## src/rtl/rd_resp_pkg.sv

```systemverilog
// ============================================================================
// Module   : rd_resp_pkg
// Purpose  : Shared widths, payload layouts and helpers for the read responder.
// Revision : 1.0
// ============================================================================
`default_nettype none

`ifndef ADDR_LENTH
`define ADDR_LENTH 8
`endif
`ifndef DATA_WIDTH
`define DATA_WIDTH 16
`endif

package rd_resp_pkg;

    localparam int LEN_W       = 8;
    localparam int DST_W       = 4;
    localparam int DFLT_ADDR_W = `ADDR_LENTH;
    localparam int DFLT_DATA_W = `DATA_WIDTH;

    // Command payload layout as carried on the read-command channel
    typedef struct packed {
        logic [DFLT_ADDR_W-1:0] addr;
        logic [LEN_W-1:0]       len;
        logic                   drop;
    } rd_cmd_t;

    typedef struct packed {
        logic [DFLT_DATA_W-1:0] data;
        logic                   last;
    } rd_beat_t;

    function automatic logic is_last(input logic [LEN_W-1:0] cnt,
                                     input logic [LEN_W-1:0] len);
        return (cnt == len);
    endfunction

endpackage

`default_nettype wire

```

## src/rtl/rd_resp_fifo.sv

```systemverilog
// ============================================================================
// Module   : rd_resp_fifo
// Purpose  : Synchronous response FIFO with occupancy output.
// Revision : 1.0
// ============================================================================
`default_nettype none

module rd_resp_fifo #(
    parameter int DEPTH = 4,
    parameter int WIDTH = 8
) (
    input  logic                     clk_i,
    input  logic                     rst_i,
    input  logic                     push_i,
    input  logic [WIDTH-1:0]         data_i,
    input  logic                     pop_i,
    output logic [WIDTH-1:0]         data_o,
    output logic                     empty_o,
    output logic [$clog2(DEPTH):0]   count_o
);

    localparam int AW = $clog2(DEPTH);
    localparam int CW = AW + 1;

    logic [WIDTH-1:0] mem_q [DEPTH];
    logic [AW-1:0]    wr_ptr_q;
    logic [AW-1:0]    rd_ptr_q;
    logic [CW-1:0]    count_q;
    logic             w_push;
    logic             w_pop;

    assign w_push = push_i && (count_q != CW'(DEPTH));
    assign w_pop  = pop_i  && (count_q != '0);

    // Pointers wrap naturally because DEPTH is a power of two
    always_ff @(posedge clk_i or posedge rst_i) begin
        if (rst_i) begin
            wr_ptr_q <= '0;
            rd_ptr_q <= '0;
            count_q  <= '0;
        end else begin
            if (w_push) begin
                wr_ptr_q <= wr_ptr_q + AW'(1);
            end
            if (w_pop) begin
                rd_ptr_q <= rd_ptr_q + AW'(1);
            end
            count_q <= count_q + CW'(w_push) - CW'(w_pop);
        end
    end

    always_ff @(posedge clk_i) begin
        if (w_push) begin
            mem_q[wr_ptr_q] <= data_i;
        end
    end

    assign data_o  = mem_q[rd_ptr_q];
    assign empty_o = (count_q == '0);
    assign count_o = count_q;

endmodule

`default_nettype wire

```

## src/rtl/rd_cmd_responder.sv

```systemverilog
// ============================================================================
// Module   : rd_cmd_responder
// Purpose  : Turns read commands into SRAM read bursts and streams tagged beats.
// Revision : 1.0
// ============================================================================
`default_nettype none

`ifndef ADDR_LENTH
`define ADDR_LENTH 8
`endif
`ifndef DATA_WIDTH
`define DATA_WIDTH 16
`endif

module rd_cmd_responder
    import rd_resp_pkg::*;
#(
    parameter int ADDR_W     = `ADDR_LENTH,
    parameter int DATA_W     = `DATA_WIDTH,
    parameter int FIFO_DEPTH = 4
) (
    input  logic                    iClk,
    input  logic                    iRst,
    input  logic                    iRdCmdInVld,
    output logic                    oRdCmdInRdy,
    input  logic [ADDR_W+LEN_W:0]   iRdCmdInPld,
    input  logic [DST_W-1:0]        iRdCmdInDst,
    output logic                    oRdDataOutVld,
    input  logic                    iRdDataOutRdy,
    output logic [DATA_W:0]         oRdDataOutPld,
    output logic [DST_W-1:0]        oRdDataOutDst,
    output logic                    oMemRdEn,
    output logic [ADDR_W-1:0]       oMemAddr,
    input  logic [DATA_W-1:0]       iMemRdData,
    output logic                    oFreeVld,
    output logic [ADDR_W-1:0]       oFreeAddr,
    output logic [LEN_W-1:0]        oFreeLen
);

    localparam logic [0:0] ST_IDLE = 1'b0;
    localparam logic [0:0] ST_READ = 1'b1;
    localparam int CW      = $clog2(FIFO_DEPTH) + 1;
    localparam int ENTRY_W = DATA_W + 1 + DST_W;

    logic [0:0]        state_q,     state_d;
    logic [ADDR_W-1:0] addr_q,      addr_d;
    logic [LEN_W-1:0]  len_q,       len_d;
    logic [DST_W-1:0]  dst_q,       dst_d;
    logic [LEN_W-1:0]  cnt_q,       cnt_d;
    logic              infl_q,      infl_d;
    logic              infl_last_q, infl_last_d;
    logic [DST_W-1:0]  infl_dst_q,  infl_dst_d;
    logic              free_vld_q,  free_vld_d;
    logic [ADDR_W-1:0] free_addr_q, free_addr_d;
    logic [LEN_W-1:0]  free_len_q,  free_len_d;

    logic [ADDR_W-1:0]  w_cmd_addr;
    logic [LEN_W-1:0]   w_cmd_len;
    logic               w_cmd_drop;
    logic               w_accept;
    logic               w_issue;
    logic               w_issue_last;
    logic [CW-1:0]      w_fifo_count;
    logic [CW-1:0]      w_credit_used;
    logic               w_fifo_empty;
    logic [ENTRY_W-1:0] w_fifo_head;
    logic               w_pop;

    assign w_cmd_addr = iRdCmdInPld[ADDR_W+LEN_W:LEN_W+1];
    assign w_cmd_len  = iRdCmdInPld[LEN_W:1];
    assign w_cmd_drop = iRdCmdInPld[0];

    assign oRdCmdInRdy = (state_q == ST_IDLE);
    assign w_accept    = iRdCmdInVld && oRdCmdInRdy;

    // A read may only issue if its word is guaranteed a FIFO slot on return
    assign w_credit_used = w_fifo_count + CW'(infl_q);
    assign w_issue       = (state_q == ST_READ) && (w_credit_used < CW'(FIFO_DEPTH));
    assign w_issue_last  = is_last(cnt_q, len_q);

    assign oMemRdEn = w_issue;
    assign oMemAddr = addr_q + ADDR_W'(cnt_q);

    always_comb begin
        state_d     = state_q;
        addr_d      = addr_q;
        len_d       = len_q;
        dst_d       = dst_q;
        cnt_d       = cnt_q;
        free_vld_d  = 1'b0;
        free_addr_d = free_addr_q;
        free_len_d  = free_len_q;
        infl_d      = w_issue;
        infl_last_d = w_issue && w_issue_last;
        infl_dst_d  = dst_q;

        case (state_q)
            ST_IDLE: begin
                if (w_accept) begin
                    if (w_cmd_drop) begin
                        free_vld_d  = 1'b1;
                        free_addr_d = w_cmd_addr;
                        free_len_d  = w_cmd_len;
                    end else begin
                        state_d = ST_READ;
                        addr_d  = w_cmd_addr;
                        len_d   = w_cmd_len;
                        dst_d   = iRdCmdInDst;
                        cnt_d   = '0;
                    end
                end
            end
            ST_READ: begin
                if (w_issue) begin
                    cnt_d = cnt_q + LEN_W'(1);
                    if (w_issue_last) begin
                        state_d = ST_IDLE;
                    end
                end
            end
            default: begin
                state_d = ST_IDLE;
            end
        endcase
    end

    always_ff @(posedge iClk or posedge iRst) begin
        if (iRst) begin
            state_q     <= ST_IDLE;
            addr_q      <= '0;
            len_q       <= '0;
            dst_q       <= '0;
            cnt_q       <= '0;
            infl_q      <= 1'b0;
            infl_last_q <= 1'b0;
            infl_dst_q  <= '0;
            free_vld_q  <= 1'b0;
            free_addr_q <= '0;
            free_len_q  <= '0;
        end else begin
            state_q     <= state_d;
            addr_q      <= addr_d;
            len_q       <= len_d;
            dst_q       <= dst_d;
            cnt_q       <= cnt_d;
            infl_q      <= infl_d;
            infl_last_q <= infl_last_d;
            infl_dst_q  <= infl_dst_d;
            free_vld_q  <= free_vld_d;
            free_addr_q <= free_addr_d;
            free_len_q  <= free_len_d;
        end
    end

    assign oFreeVld  = free_vld_q;
    assign oFreeAddr = free_addr_q;
    assign oFreeLen  = free_len_q;

    assign w_pop = oRdDataOutVld && iRdDataOutRdy;

    rd_resp_fifo #(
        .DEPTH (FIFO_DEPTH),
        .WIDTH (ENTRY_W)
    ) u_fifo (
        .clk_i   (iClk),
        .rst_i   (iRst),
        .push_i  (infl_q),
        .data_i  ({iMemRdData, infl_last_q, infl_dst_q}),
        .pop_i   (w_pop),
        .data_o  (w_fifo_head),
        .empty_o (w_fifo_empty),
        .count_o (w_fifo_count)
    );

    assign oRdDataOutVld = !w_fifo_empty;
    assign oRdDataOutPld = w_fifo_head[ENTRY_W-1:DST_W];
    assign oRdDataOutDst = w_fifo_head[DST_W-1:0];

endmodule

`default_nettype wire

```

## config.mk

```make
export PLATFORM = sky130hd
export DESIGN_NAME = rd_cmd_responder
export DESIGN_NICKNAME = d
export VERILOG_FILES = /design/src/rtl/rd_resp_pkg.sv /design/src/rtl/rd_resp_fifo.sv /design/src/rtl/rd_cmd_responder.sv
export SDC_FILE = /design/constraint.sdc
export NUM_CORES = 1
export LEC_CHECK = 0
export CAP_MARGIN = 30
export CORE_MARGIN = 3
export CORE_UTILIZATION = 43
export DETAILED_ROUTE_END_ITERATION = 12
export DONT_BUFFER_PORTS = 1
export PLACE_DENSITY = 0.55
export SYNTH_ARGS = -nofsm -noshare
export SYNTH_HDL_FRONTEND = slang
export SYNTH_SLANG_ARGS = --single-unit
```

## constraint.sdc

```tcl
create_clock -name iClk -period 3.1 [get_ports iClk]
set_input_delay 0.62 -clock iClk [delete_from_list [all_inputs] [get_ports iClk]]
set_output_delay 0.62 -clock iClk [all_outputs]
set_load 0.005 [all_outputs]
```

Word-level counts from Yosys, hierarchy flattened
Memory sizes are Yosys's and may differ from the RTL's.
Cells that the tools add are included.
{ "classes": {"addsub": 7, "eq_ne": 5, "reduce_logical": 12, "bitwise": 2, "n_lt_le_gt_ge": 1, "n_mux": 14} }
{ "ops": {"columns": ["op", "n"], "rows": [
  ["2-to-1 mux 8 bit", 3],
  ["case mux 8 bit (2 select lines)", 1],
  ["2-to-1 mux 1 bit", 9],
  ["AND reduction 3 bit", 3],
  ["adder 8 x 1 -> 8 bit, second input constant", 1],
  ["adder 8 bit", 1],
  ["== test 8 bit", 1],
  ["adder 3 x 1 -> 3 bit", 2],
  ["logical AND 1 bit", 6],
  ["adder 2 x 1 -> 2 bit, second input constant", 2],
  ["!= test 2 x 1 -> 1 bit, second input constant", 2],
  ["logical NOT 3 bit", 1],
  ["less-than comparator 3 bit, second input constant", 1],
  ["!= test 3 bit, second input constant", 1],
  ["nonzero test 3 bit", 1],
  ["subtractor 3 x 1 -> 3 bit", 1],
  ["!= test 2 bit, second input constant", 1],
  ["NOT 1 bit", 2],
  ["case mux 1 bit (2 select lines)", 1],
  ["logical NOT 1 bit", 1]
]} }
{ "word_totals": {"ramBits": 84, "output_inout_bits": 49, "wordCells": 56, "register_bits": 59, "mem_count": 1, "input_bits": 41} }
{ "mem_list": {"columns": ["memory", "depth", "word_bits", "rd", "rd_ports_with_merged_regs", "write_ports", "line_no", "text"], "rows": [
  ["u_fifo.mem_q", 4, 21, 1, 0, 1, "rd_resp_fifo.sv:25", "logic [WIDTH-1:0] mem_q [DEPTH];"]
]} }

Logic depth before layout (Yosys ltp)
{ "logic_depth": {"ltp_word": 5, "ltp_mapped": 9, "ltp_nobuf": 9} }

Modules after synthesis
A second synthesis with hierarchy kept.
{ "hier_totals": {"hier_cells": 349, "area_unflattened_um2": 5980.7} }
{ "modules_own_cells": {"columns": ["mod", "seq_area_each_um2", "cells_each", "area_per_inst_um2", "instances"], "rows": [
  ["rd_resp_fifo", 2697.6, 152, 3534.6, 1],
  ["rd_cmd_responder", 1301.2, 197, 2446.1, 1]
]} }

Worst setup path after synthesis
OpenSTA, ideal clock, no wires.
{ "synth_timing": {"path_kind": "reg-to-reg", "startpoint": "reg u_fifo.count_q[1] (netlist: u_fifo.count_o[1])", "endpoint": "reg u_fifo.count_q[2] (netlist: u_fifo.count_o[2])", "synth_period_minus_slack_ps": 2277, "required_time_ps": 2973, "setup_time_ps": 127, "arrival_time_ps": 2150, "stages_incl_launch_ff": 10, "setup_slack_ps": 823, "n_path_buf": 0, "cell_sequence": "dfrtp_1 or3_1 and2_1 ha_1 inv_1 ha_1 inv_1 fa_1 xnor2_1 xnor2_1"} }
{ "synth_between": {"elab_chain_len": 5, "word_cells_on_any_way": 9, "classes_between": "2 x add/sub; 1 x eq/ne; 6 x reduce/logical"} }
{ "synth_lines": {"columns": ["element", "line_no", "text"], "rows": [
  ["start, declared", "rd_resp_fifo.sv:28", "logic [CW-1:0] count_q;"],
  ["start signal, assigned", "rd_resp_fifo.sv:48", "count_q <= count_q + CW'(w_push) - CW'(w_pop);"],
  ["logical NOT 3 bit", "rd_resp_fifo.sv:59", "assign empty_o = (count_q == '0);"],
  ["logical NOT 1 bit", "rd_cmd_responder.sv:175", "assign oRdDataOutVld = !w_fifo_empty;"],
  ["net oRdDataOutVld", "rd_cmd_responder.sv:28", "output logic oRdDataOutVld,"],
  ["logical AND 1 bit", "rd_cmd_responder.sv:159", "assign w_pop = oRdDataOutVld && iRdDataOutRdy;"],
  ["logical AND 1 bit", "rd_resp_fifo.sv:33", "assign w_pop = pop_i && (count_q != '0);"],
  ["net u_fifo.w_pop", "rd_resp_fifo.sv:30", "logic w_pop;"],
  ["subtractor 3 x 1 -> 3 bit", "rd_resp_fifo.sv:48", null]
]} }
The timed path passes the listed nets, and every way through them passes these cells.
A chain may end at the register's enable or synchronous reset.

Worst setup path in the final report
{ "layout_timing": {"startpoint": "reg cnt_q[0]", "endpoint": "out oMemAddr[6]"} }
{ "layout_between": {"elab_chain_len": 1} }
{ "layout_lines": {"columns": ["element", "line_no", "text"], "rows": [
  ["start, declared", "rd_cmd_responder.sv:49", "logic [LEN_W-1:0] cnt_q, cnt_d;"],
  ["start signal, assigned", "rd_cmd_responder.sv:145", "cnt_q <= cnt_d;"],
  ["adder 8 bit", "rd_cmd_responder.sv:82", "assign oMemAddr = addr_q + ADDR_W'(cnt_q);"],
  ["end, declared", "rd_cmd_responder.sv:33", "output logic [ADDR_W-1:0] oMemAddr,"]
]} }
Every way passes these cells.

==> impl_results.md <==
* Outcome: complete, no violations
* Fmax at about 360 MHz
* Clk buf depth at 2
* Most frequent CP cell: o21a_1
* First-pass GRT wire length at around 17 mm
* Max_slew headroom at approximately half
* Synth Cell Area at a little under 0.006 sq mm
* Ports at 90
* Post-synth top cells: edfxtp_1, dfrtp_1, mux2_2, mux4_2
* Synthesized instance count at 330
* DIE WIDTH at between 100 and 150 microns
* Routed len/inst at a little under 20 microns
* Largest net degree at the start of global routing at 24
* Largest cells by area after synthesis: edfxtp_1, dfrtp_1, mux4_2, mux2_2, ha_1
* Sequential area share after synthesis at slightly below 70%
* RSZ-0062 raised after global routing: no
* Yosys top cell by area: edfxtp_1
* Syn. warnings at 0
* Mean post-synth cell area at ~18 sq um
* Final min period at 2770 ps
* Slew Viols, Final at 0
* CTS buffer count at 17
* Root Buffer: clkbuf_16
* Post-CTS Setup Inserts at 0
* Worst slew pin tran at 754 ps
* CTS tree: yes
* Crit path largest cell delay at 440 ps
* Skew final at 7.79 ps
* Post-Route WL at 10.3 mm
* Total grt overflow at 0
* Kind of critical path: flip-flop to output pin
* Critical Path Sink Type: output pin
* Yosys cell types at 45
* Placed Cells incl. Taps at 503
* Yosys reg bits at 143
* Post-synth top area share at between 40 and 50%
* WP data arrival at approximately 2200 ps
* Core area at 0.0129 sq mm
* Most common cell in the netlist: edfxtp_1
* Number of hold buffers added after cts at 0
* Initial Util at 45.0%
* CTS resizes at 0
* Leak at 2.64 nW
* Clock latency on the worst-skew pair at about 410 ps
* Final hold vios at 0
* Initial antenna violation count at 0
* DR iter-0 viols at 157
* Drt pass-1 iters at 4
* Routability cong. at 0.794
* Setup crit start kind: flip-flop
* Number of synthesized flops with an enable pin at 84
* Layout cell share with drive strength beyond 1 at 27.3%
* Total track usage at approximately 15%
* Fill count at between 1000 and 1500
* Required time worst endpoint at 2480 ps
* Die height at roughly 120 microns
* Setup violations, final at 0
* Final Instance Count excl. Fillers at 535
* Clock slew at reported path FFs at 60 ps
* Fin nets at between 400 and 500
* Crit-path max FO at 5
* CTS Sinks at 143
* Maximum vdd ir drop at between 0.3 and 0.4 mV
* Final Power at 0.00729 W
* Detailed placer's ending HPWL at between 7 and 8 mm
* H-tree depth at 4
* Max cap viols at 0
* Syn nets at 387
* Final Cycle Share at 89.5%
* DRT antenna net count at 0
* # DRC at 0
* Setup TNS at 0 ps
* Pwr per Cell Area at around 1100 mW/mm^2
* Worst Hold Class: input pin to async pin
* Vias per cell at 5.30
* Number of global-route vias before repair at 3179
* Die Area at 0.0150 sq mm
* N_diodes at 0
* Port Buffer Count at 0
* Crit path cell chain: ha_1 -> inv_1 -> fa_1 -> nor2b_1 -> o21a_1 -> o21a_1 -> o311ai_1
* Vias at 2836
* Reg area at about 0.004 sq mm
* # rows at 41
* Area occupied by multi-input gates at 0.00170 sq mm
* Synth Flop Type: edfxtp_1
* Critical path buffer and inverter count at 1
* CP max-delay cell: dfrtp_1
* Area growth from synthesis to layout at 14.6%
* Hold_ws at 126 ps
* Asr flop ratio synth at 41.3%
* Delay-heaviest family, CP: compound AO/OA/AOI/OAI gates
-- per-layer routing --
metal	share of wire (%)	vias up	wire (microns)	GRT usage, %
met5	0	-	0	0
met3	7.3	12	751	6.96
met4	1.3	0	135	5.88
met1	41	1456	4220	17.8
li1	-	1294	-	-
met2	51	74	5230	24.3
-- cell type report --
class / instances / share of cell area [%]
Clock inverter: 5 / 1.20
Inverter: 15 / 0.845
Tap cell: 172 / 3.23
Sequential cell: 143 / 60.0
Timing Repair Buffer: 10 / 1.62
Clock buffer: 27 / 7.57
Multi-Input combinational cell: 163 / 25.5
-- final timing paths --
path                                    from             endpoint  slack (ps)  cells after the start
setup / recovery                    cnt_q[0]          oMemAddr[6]         330                      7
hold / removal                          iRst          oFreeLen[0]         130                      1
setup reg to reg           u_fifo.count_o[1]    u_fifo.count_o[2]         640                      9
hold reg to reg                     dst_q[3]        infl_dst_q[3]         370                      0
max in group asynchronous               iRst             dst_q[2]        2280                      3
min in group iClk             iMemRdData[14]  u_fifo.mem_q[0][19]         300                      0
-- sequential cells by signal, indices dropped and copies added, names as in the netlist, 3 cells and up --
register	flops
len_q	8
dst_q	4
u_fifo.count_o	3
cnt_q	8
addr_q	8
u_fifo.mem_q	84
oFreeLen	8
infl_dst_q	4
oFreeAddr	8
-- power by group --
part           switching (W)  total [W]  internal, W  leakage, nW
clock               0.000709    0.00198      0.00127        0.277
combinational        0.00114    0.00217      0.00104        0.830
sequential          0.000410    0.00313      0.00273         1.53
total                0.00225    0.00729      0.00504         2.64
-- stage by stage --
stage	instance area, sq um	setup slack, ps	util, %
6_report	6660	326	51.5
5_1_grt	6660	191	51.5
4_1_cts	6660	271	51.5
3_5_place_dp	6080	621	47.0
3_3_place_gp	6050	739	46.8
2_1_floorplan	5820	823	-
-- layout by cell type (no fill, tap or decap), types with 7 or more instances in the layout --
cell / n
xor2_1: 10
xnor2_1: 8
edfxtp_1: 84
clkbuf_1: 7
dfrtp_1: 59
mux2_2: 36
nand2_1: 9
ha_1: 14
mux4_2: 21
inv_1: 13
clkbuf_16: 18
buf_4: 8
-- kinds of logic (layout without fill, tap and decap cells) --
family                   Yosys count  in the layout  share of synthesized area [%]
flip-flops                       143            143                           68.8
XOR/XNOR                          18             18                           2.71
AND/OR/NAND/NOR                   43             43                           4.20
adder cells (fa/ha/maj)           16             16                           3.70
buffers and inverters             24             57                           2.00
AO/OA/AOI/OAI                     29             29                           3.53
multiplexers                      57             57                           15.1
Note: power is estimated with default switching activity, not from simulation.
